<file path="src/rtl/mem_arbiter_if.sv">
// Bundle of the two requester ports, the Data_Memory port and the arbiter status
// lines. The arbiter uses the slave view; the CPU side and memory model use master.
interface mem_arbiter_if #(
  parameter int ADDR_W = 32,
  parameter int DATA_W = 256
);
  // Requester port 0 (instruction cache refill)
  logic              m0_enable_i;
  logic              m0_write_i;
  logic [ADDR_W-1:0] m0_addr_i;
  logic [DATA_W-1:0] m0_data_i;
  logic              m0_ack_o;
  logic [DATA_W-1:0] m0_data_o;
  // Requester port 1 (dcache refill / write-back)
  logic              m1_enable_i;
  logic              m1_write_i;
  logic [ADDR_W-1:0] m1_addr_i;
  logic [DATA_W-1:0] m1_data_i;
  logic              m1_ack_o;
  logic [DATA_W-1:0] m1_data_o;
  // Data_Memory side
  logic              mem_enable_o;
  logic              mem_write_o;
  logic [ADDR_W-1:0] mem_addr_o;
  logic [DATA_W-1:0] mem_data_o;
  logic              mem_ack_i;
  logic [DATA_W-1:0] mem_data_i;
  // Status
  logic [1:0]        grant_o;
  logic              timeout_o;

  modport slave (
    input  m0_enable_i, m0_write_i, m0_addr_i, m0_data_i,
    input  m1_enable_i, m1_write_i, m1_addr_i, m1_data_i,
    input  mem_ack_i, mem_data_i,
    output m0_ack_o, m0_data_o, m1_ack_o, m1_data_o,
    output mem_enable_o, mem_write_o, mem_addr_o, mem_data_o,
    output grant_o, timeout_o
  );

  modport master (
    output m0_enable_i, m0_write_i, m0_addr_i, m0_data_i,
    output m1_enable_i, m1_write_i, m1_addr_i, m1_data_i,
    output mem_ack_i, mem_data_i,
    input  m0_ack_o, m0_data_o, m1_ack_o, m1_data_o,
    input  mem_enable_o, mem_write_o, mem_addr_o, mem_data_o,
    input  grant_o, timeout_o
  );
endinterface

</file>
<file path="src/rtl/mem_arbiter.sv">
// Two-port arbiter in front of the single Data_Memory line port. One transaction
// in flight, round-robin on simultaneous requests, one dead cycle (GAP) after each
// transaction, and a watchdog that aborts a grant whose memory ack never arrives.
module mem_arbiter #(
  parameter int ADDR_W  = 32,
  parameter int DATA_W  = 256,
  parameter int TIMEOUT = 64
) (
  input logic           clk_i,
  input logic           rst_i,
  mem_arbiter_if.slave  bus
);

  localparam int WDOG_W = (TIMEOUT > 0) ? $clog2(TIMEOUT + 1) : 1;
  localparam logic [WDOG_W-1:0] WDOG_LAST = WDOG_W'((TIMEOUT > 0) ? TIMEOUT - 1 : 0);
  localparam logic [WDOG_W-1:0] WDOG_MAX  = '1;

  typedef enum logic [1:0] {IDLE, GNT0, GNT1, GAP} state_e;

  state_e            state_q, state_d;
  logic              last_q, last_d;        // port served most recently; loses the next tie
  logic              timeout_q, timeout_d;
  logic [WDOG_W-1:0] wdog_q, wdog_d;
  logic              owner0, owner1, wdog_expire;

  assign owner0      = (state_q == GNT0);
  assign owner1      = (state_q == GNT1);
  assign wdog_expire = (TIMEOUT != 0) && (wdog_q == WDOG_LAST);

  // State, tie-break history, sticky timeout flag and watchdog counter.
  // NOTE: sequential state uses non-blocking assignments so every register samples
  // pre-edge values; the combinational block below uses blocking assignments.
  always_ff @(posedge clk_i or posedge rst_i) begin
    if (rst_i) begin
      state_q   <= IDLE;
      last_q    <= 1'b1;
      timeout_q <= 1'b0;
      wdog_q    <= '0;
    end else begin
      state_q   <= state_d;
      last_q    <= last_d;
      timeout_q <= timeout_d;
      wdog_q    <= wdog_d;
    end
  end

  // Next-state logic: arbitration in IDLE, ack or watchdog abort in GNTx, one-cycle GAP.
  // NOTE: every variable gets a default first so no path leaves one unassigned,
  // which would otherwise infer a latch.
  always_comb begin
    state_d   = state_q;
    last_d    = last_q;
    timeout_d = timeout_q;
    wdog_d    = '0;
    case (state_q)
      IDLE: begin
        if (bus.m0_enable_i && (!bus.m1_enable_i || last_q)) state_d = GNT0;
        else if (bus.m1_enable_i)                             state_d = GNT1;
      end
      GNT0, GNT1: begin
        wdog_d = (wdog_q == WDOG_MAX) ? wdog_q : wdog_q + 1'b1;
        // Ack takes priority over a coincident watchdog expiry.
        if (bus.mem_ack_i) begin
          state_d = GAP;
          last_d  = owner1;
        end else if (wdog_expire) begin
          state_d   = GAP;
          last_d    = owner1;
          timeout_d = 1'b1;
        end
      end
      GAP:     state_d = IDLE;
      default: state_d = IDLE;
    endcase
  end

  // Memory port follows the current owner; all zero when nobody owns it.
  assign bus.mem_enable_o = owner0 | owner1;
  assign bus.mem_write_o  = (owner0 & bus.m0_write_i) | (owner1 & bus.m1_write_i);
  assign bus.mem_addr_o   = owner0 ? bus.m0_addr_i : (owner1 ? bus.m1_addr_i : '0);
  assign bus.mem_data_o   = owner0 ? bus.m0_data_i : (owner1 ? bus.m1_data_i : '0);

  // Ack and read data are forwarded combinationally to the owner only.
  assign bus.m0_ack_o  = owner0 & bus.mem_ack_i;
  assign bus.m1_ack_o  = owner1 & bus.mem_ack_i;
  assign bus.m0_data_o = bus.m0_ack_o ? bus.mem_data_i : '0;
  assign bus.m1_data_o = bus.m1_ack_o ? bus.mem_data_i : '0;

  assign bus.grant_o   = {owner1, owner0};
  assign bus.timeout_o = timeout_q;

endmodule
</file>
<file path="src/flat_wrapper.sv">
// flat-port wrapper written by rule: the top's interface ports become plain ports
module mem_arbiter_flat 
#(
  parameter int ADDR_W  = 32,
  parameter int DATA_W  = 256,
  parameter int TIMEOUT = 64
)
  (clk_i, rst_i, bus_m0_enable_i, bus_m0_write_i, bus_m0_addr_i, bus_m0_data_i, bus_m1_enable_i, bus_m1_write_i, bus_m1_addr_i, bus_m1_data_i, bus_mem_ack_i, bus_mem_data_i, bus_m0_ack_o, bus_m0_data_o, bus_m1_ack_o, bus_m1_data_o, bus_mem_enable_o, bus_mem_write_o, bus_mem_addr_o, bus_mem_data_o, bus_grant_o, bus_timeout_o);
  mem_arbiter_if #(.ADDR_W(ADDR_W), .DATA_W(DATA_W)) bus_i ();
  input logic clk_i;
  input logic rst_i;
  input wire logic [$bits(bus_i.m0_enable_i)-1:0] bus_m0_enable_i;
  input wire logic [$bits(bus_i.m0_write_i)-1:0] bus_m0_write_i;
  input wire logic [$bits(bus_i.m0_addr_i)-1:0] bus_m0_addr_i;
  input wire logic [$bits(bus_i.m0_data_i)-1:0] bus_m0_data_i;
  input wire logic [$bits(bus_i.m1_enable_i)-1:0] bus_m1_enable_i;
  input wire logic [$bits(bus_i.m1_write_i)-1:0] bus_m1_write_i;
  input wire logic [$bits(bus_i.m1_addr_i)-1:0] bus_m1_addr_i;
  input wire logic [$bits(bus_i.m1_data_i)-1:0] bus_m1_data_i;
  input wire logic [$bits(bus_i.mem_ack_i)-1:0] bus_mem_ack_i;
  input wire logic [$bits(bus_i.mem_data_i)-1:0] bus_mem_data_i;
  output wire logic [$bits(bus_i.m0_ack_o)-1:0] bus_m0_ack_o;
  output wire logic [$bits(bus_i.m0_data_o)-1:0] bus_m0_data_o;
  output wire logic [$bits(bus_i.m1_ack_o)-1:0] bus_m1_ack_o;
  output wire logic [$bits(bus_i.m1_data_o)-1:0] bus_m1_data_o;
  output wire logic [$bits(bus_i.mem_enable_o)-1:0] bus_mem_enable_o;
  output wire logic [$bits(bus_i.mem_write_o)-1:0] bus_mem_write_o;
  output wire logic [$bits(bus_i.mem_addr_o)-1:0] bus_mem_addr_o;
  output wire logic [$bits(bus_i.mem_data_o)-1:0] bus_mem_data_o;
  output wire logic [$bits(bus_i.grant_o)-1:0] bus_grant_o;
  output wire logic [$bits(bus_i.timeout_o)-1:0] bus_timeout_o;
  assign bus_i.m0_enable_i = bus_m0_enable_i;
  assign bus_i.m0_write_i = bus_m0_write_i;
  assign bus_i.m0_addr_i = bus_m0_addr_i;
  assign bus_i.m0_data_i = bus_m0_data_i;
  assign bus_i.m1_enable_i = bus_m1_enable_i;
  assign bus_i.m1_write_i = bus_m1_write_i;
  assign bus_i.m1_addr_i = bus_m1_addr_i;
  assign bus_i.m1_data_i = bus_m1_data_i;
  assign bus_i.mem_ack_i = bus_mem_ack_i;
  assign bus_i.mem_data_i = bus_mem_data_i;
  assign bus_m0_ack_o = bus_i.m0_ack_o;
  assign bus_m0_data_o = bus_i.m0_data_o;
  assign bus_m1_ack_o = bus_i.m1_ack_o;
  assign bus_m1_data_o = bus_i.m1_data_o;
  assign bus_mem_enable_o = bus_i.mem_enable_o;
  assign bus_mem_write_o = bus_i.mem_write_o;
  assign bus_mem_addr_o = bus_i.mem_addr_o;
  assign bus_mem_data_o = bus_i.mem_data_o;
  assign bus_grant_o = bus_i.grant_o;
  assign bus_timeout_o = bus_i.timeout_o;
  mem_arbiter #(.ADDR_W(ADDR_W), .DATA_W(DATA_W), .TIMEOUT(TIMEOUT)) u_core (.clk_i(clk_i), .rst_i(rst_i), .bus(bus_i));
endmodule
</file>
<file path="config.mk">
export PLATFORM = sky130hd
export DESIGN_NAME = mem_arbiter_flat
export DESIGN_NICKNAME = d
export VERILOG_FILES = /design/src/rtl/mem_arbiter_if.sv /design/src/rtl/mem_arbiter.sv /design/src/flat_wrapper.sv
export SDC_FILE = /design/constraint.sdc
export NUM_CORES = 1
export LEC_CHECK = 0
export CAP_MARGIN = 10
export CELL_PAD_IN_SITES_DETAIL_PLACEMENT = 2
export CELL_PAD_IN_SITES_GLOBAL_PLACEMENT = 2
export CORE_AREA = 2 2 640 642
export CTS_BUF_LIST = sky130_fd_sc_hd__clkbuf_4 sky130_fd_sc_hd__clkbuf_8 sky130_fd_sc_hd__clkbuf_16
export DETAILED_ROUTE_END_ITERATION = 10
export DIE_AREA = 0 0 642 644
export GPL_ROUTABILITY_DRIVEN = 0
export GPL_TIMING_DRIVEN = 0
export PLACE_DENSITY_LB_ADDON = 0.1
export SYNTH_ARGS = -nofsm -noshare
export SYNTH_HDL_FRONTEND = slang
export SYNTH_SLANG_ARGS = --single-unit
export TNS_END_PERCENT = 1
</file>
<file path="constraint.sdc">
create_clock -name clk_i -period 2.05 [get_ports clk_i]
set_input_delay 0.5125 -clock clk_i [delete_from_list [all_inputs] [get_ports clk_i]]
set_output_delay 0.5125 -clock clk_i [all_outputs]
set_load 0.01 [all_outputs]
</file>
==> metrics.md <==
| Metric | Value |
|---|---|
| Placeable Area | 408000 um^2 |
| DRT Wirelength | 290000 um |
| Final net count | 3571 |
| Worst-case setup margin in the final layout | -0.990 ns |
| Via count of the first global-routing pass | 19000 |
| Async set or reset register ratio after synthesis | 1.00 |
| Die X-Extent | 642 um |
| Violated checks | setup timing |
| Crit path time final | 3.04 ns |
| Run status | complete, but fails checks |
| Initial antenna violation count | 174 |
| Synthesis-to-finish area growth | 354% |
| Final Non-Filler Cells | 8226 |
| CTS Buf Count | 3 |
| Measured slew at the worst slew-check pin | 0.613 ns |
| Worst IR drop on VDD | 0.276 mV |
| Most instantiated flip-flop cell in the synthesis netlist | dfrtp_1 |
| Sum of net half-perimeters after detailed placement | 269000 um |
| WS Path Type | flop to output pin |
| First-iteration detailed-routing DRC count | 838 |
| Post-synthesis sequential area ratio | 0.0379 |
| Highest clock frequency the design can meet | 329 MHz |
| Cell breakdown of the critical path | buf_4, ha_4, buf_12, nor2b_4, buf_12, buf_8, a22o_2, clkdlybuf4s50_1 |
| First-pass DRT Iterations | 5 |
| Largest net degree at the start of global routing | 12 |
| Data arrival time of the worst path | 2.53 ns |
| Die height | 644 um |
| Largest stage delay, worst path | 0.57 ns |
| Post-synthesis cell area | 7300 um^2 |
| Max-slew violations | 0 |
| Yosys reg bits | 11 |
| Total DRC errors in the routed layout | 0 |
| Cell at the root of the clock tree | clkbuf_16 |
| Filler Cell Count | 48000 |
| Family of cells with the greatest summed delay on the critical path | buffers and inverters |
| EDFF count, synth | 0 |
| Worst Setup Slack post-DPL | -3.00 ns |
| Std-Cell Rows | 235 |
| Highest-delay cell along the critical path | clkdlybuf4s50_1 |
| Max Fanout on Critical Path | 10 |
| Number of sinks handled by clock tree synthesis | 11 |
| RSZ-0062 raised after global routing | true |
| Syn Inst Count | 1047 |
| Clock-pin slew on the worst setup and hold paths | 0.05 ns |
| Leakage power figure | 16.4 nW |
| Startpoint type of the worst setup path | flop |
| Layout cell share with drive strength beyond 1 | 0.224 |
| Latest clock arrival within the worst-skew pair | 0.24 ns |
| Kind of end point of the critical path | output pin |
| Max-capacitance violation count | 0 |
| Yosys warning total | 0 |
| Layout Skew | 0.000512 ns |
| Input/output buffers | 1645 |
| Final worst hold slack | 0.537 ns |
| Average wire per cell in the routed design | 35.2 um |
| GR Overflow Total | 0 |
| Buf+Inv Stages, Crit Path | 5 |
| Buffers from clock root to sink, at most | 2 |
| Top library cells by usage in the layout, fill and taps aside | clkdlybuf4s50_1, and3_1, dlymetal6s2s_1, clkbuf_2, a22o_1 |
| Number of failing setup endpoints in the final timing report | 807 |
| H-tree level count | 1 |
| GRT Resource Usage Total | 0.133 |
| Number of nets produced by synthesis | 1890 |
| Worst relative slew slack | 0.593 |
| Die Outline Area | 413000 um^2 |
| Final Power | 0.0361 W |
| Top-level port count | 1646 |
| Required time worst endpoint | 1.54 ns |
| Clock tree from TritonCTS | done |
| First-pass GRT wire length | 337000 um |
| Effective utilization at floorplan | 0.0179 |
| Distinct cells, synth | 34 |
| Most frequent cell on the critical path | buf_12 |
| Mean Syn Cell Area | 6.97 um^2 |
| Most frequent standard cell in the layout excluding fill and tap cells | clkdlybuf4s50_1 |
| Antenna Nets Post-Route | 0 |
| Hold Violations, Final | 0 |
| Via density | 2.18 |
| Post-Place Cells | 8147 |
| Setup total negative slack | -556.97 ns |
| Worst hold path type | flop to flop |
| Total via count after detailed routing | 18000 |
| Power Dens Cells | 1090 nW/um^2 |
| Post-route clock period utilization | 1.48 |
[cells in the mapped netlist (2+ instances only)]
cell	count	area, um^2
o21ai_0	4	20.0
ha_1	4	50.1
clkbuf_1	132	495
nand3_1	2	10.0
buf_4	6	45.0
buf_2	18	90.1
mux2i_1	4	40.0
dfrtp_1	10	250
a31oi_1	4	25.0
or4b_2	2	20.0
buf_1	2	7.51
and3_1	515	3220
o311ai_0	2	17.5
and2_1	3	18.8
a22o_1	289	2530
buf_6	24	270
nand2_1	5	18.8
inv_1	5	18.8
[final timing paths]
path,from,endpoint,slack (ns),cells after the start
max,u_core.state_q[0],bus_mem_data_o[58],-0.99,8
min,u_core.bus.timeout_o,u_core.bus.timeout_o,0.54,1
max reg2reg,u_core.state_q[0],u_core.last_q,-0.02,7
min reg2reg,u_core.bus.timeout_o,u_core.bus.timeout_o,0.54,1
max in group asynchronous,rst_i,u_core.last_q,1.04,2
min in group asynchronous,rst_i,u_core.wdog_q[1],0.63,2
[sequential cells by signal, summed over array words and instances (netlist names)]
signal,count
u_core.wdog_q,7
u_core.bus.timeout_o,1
u_core.last_q,1
u_core.state_q,2
[power by group]
part | switching (W) | total (W) | internal [W]
registers | 0.0000510 | 0.000331 | 0.000280
clock network | 0.000116 | 0.000393 | 0.000277
logic | 0.0213 | 0.0354 | 0.0141
[routing by layer]
| metal | up-vias | GRT usage | wire (um) |
|---|---|---|---|
| met5 | - | 0 | 444 |
| met4 | 64 | 0.00930 | 6950 |
| met3 | 300 | 0.0436 | 23100 |
| met2 | 1128 | 0.260 | 152000 |
| met1 | 8920 | 0.143 | 107000 |
| li1 | 7557 | - | - |
[kinds of logic after synthesis]
| logic type | count (synthesis) | share of synthesized area |
|---|---|---|
| simple gates | 534 | 0.458 |
| mux | 5 | 0.00703 |
| flops | 11 | 0.0379 |
| buf+inv | 187 | 0.127 |
| compound gates | 306 | 0.363 |
| fa+ha+maj | 4 | 0.00686 |
[cell type report]
class	instances	area [um^2]	area share
repair buffers	1676	16800	0.505
inverters	5	18.8	0.000566
plain buffers	182	1950	0.0589
diodes	48	120	0.00362
clock buffers	4	82.6	0.00249
flip-flops and latches	11	277	0.00834
multi-input cells	849	7130	0.215
well taps	5451	6820	0.206
[worst register-to-register path, cell delays in order (launching register included)]
cell and delay [ns]:
dfrtp_1 0.38, inv_2 0.07, buf_4 0.14, ha_1 0.39
clkbuf_1 0.46, nand2_1 0.10, o21ai_0 0.11, mux2_2 0.35
[metrics by stage]
| step | utilization | cell area [um^2] |
|---|---|---|
| 6_report | 0.0814 | 33200 |
| 5_1_grt | 0.0811 | 33000 |
| 4_1_cts | 0.0791 | 32200 |
| 3_5_place_dp | 0.0752 | 30700 |
| 3_3_place_gp | 0.0750 | 30600 |
| 2_1_floorplan | - | 7300 |
[repair_timing]
item                                    in CTS  in global routing
hold buffers                                 0                  0
resized for setup                         1001                902
endpoints found under the setup margin     808                814
setup buffers                                8                 12
pin swaps                                    5                  7
gates cloned                                 4                  3
Note: power is estimated with default switching activity, not from simulation.
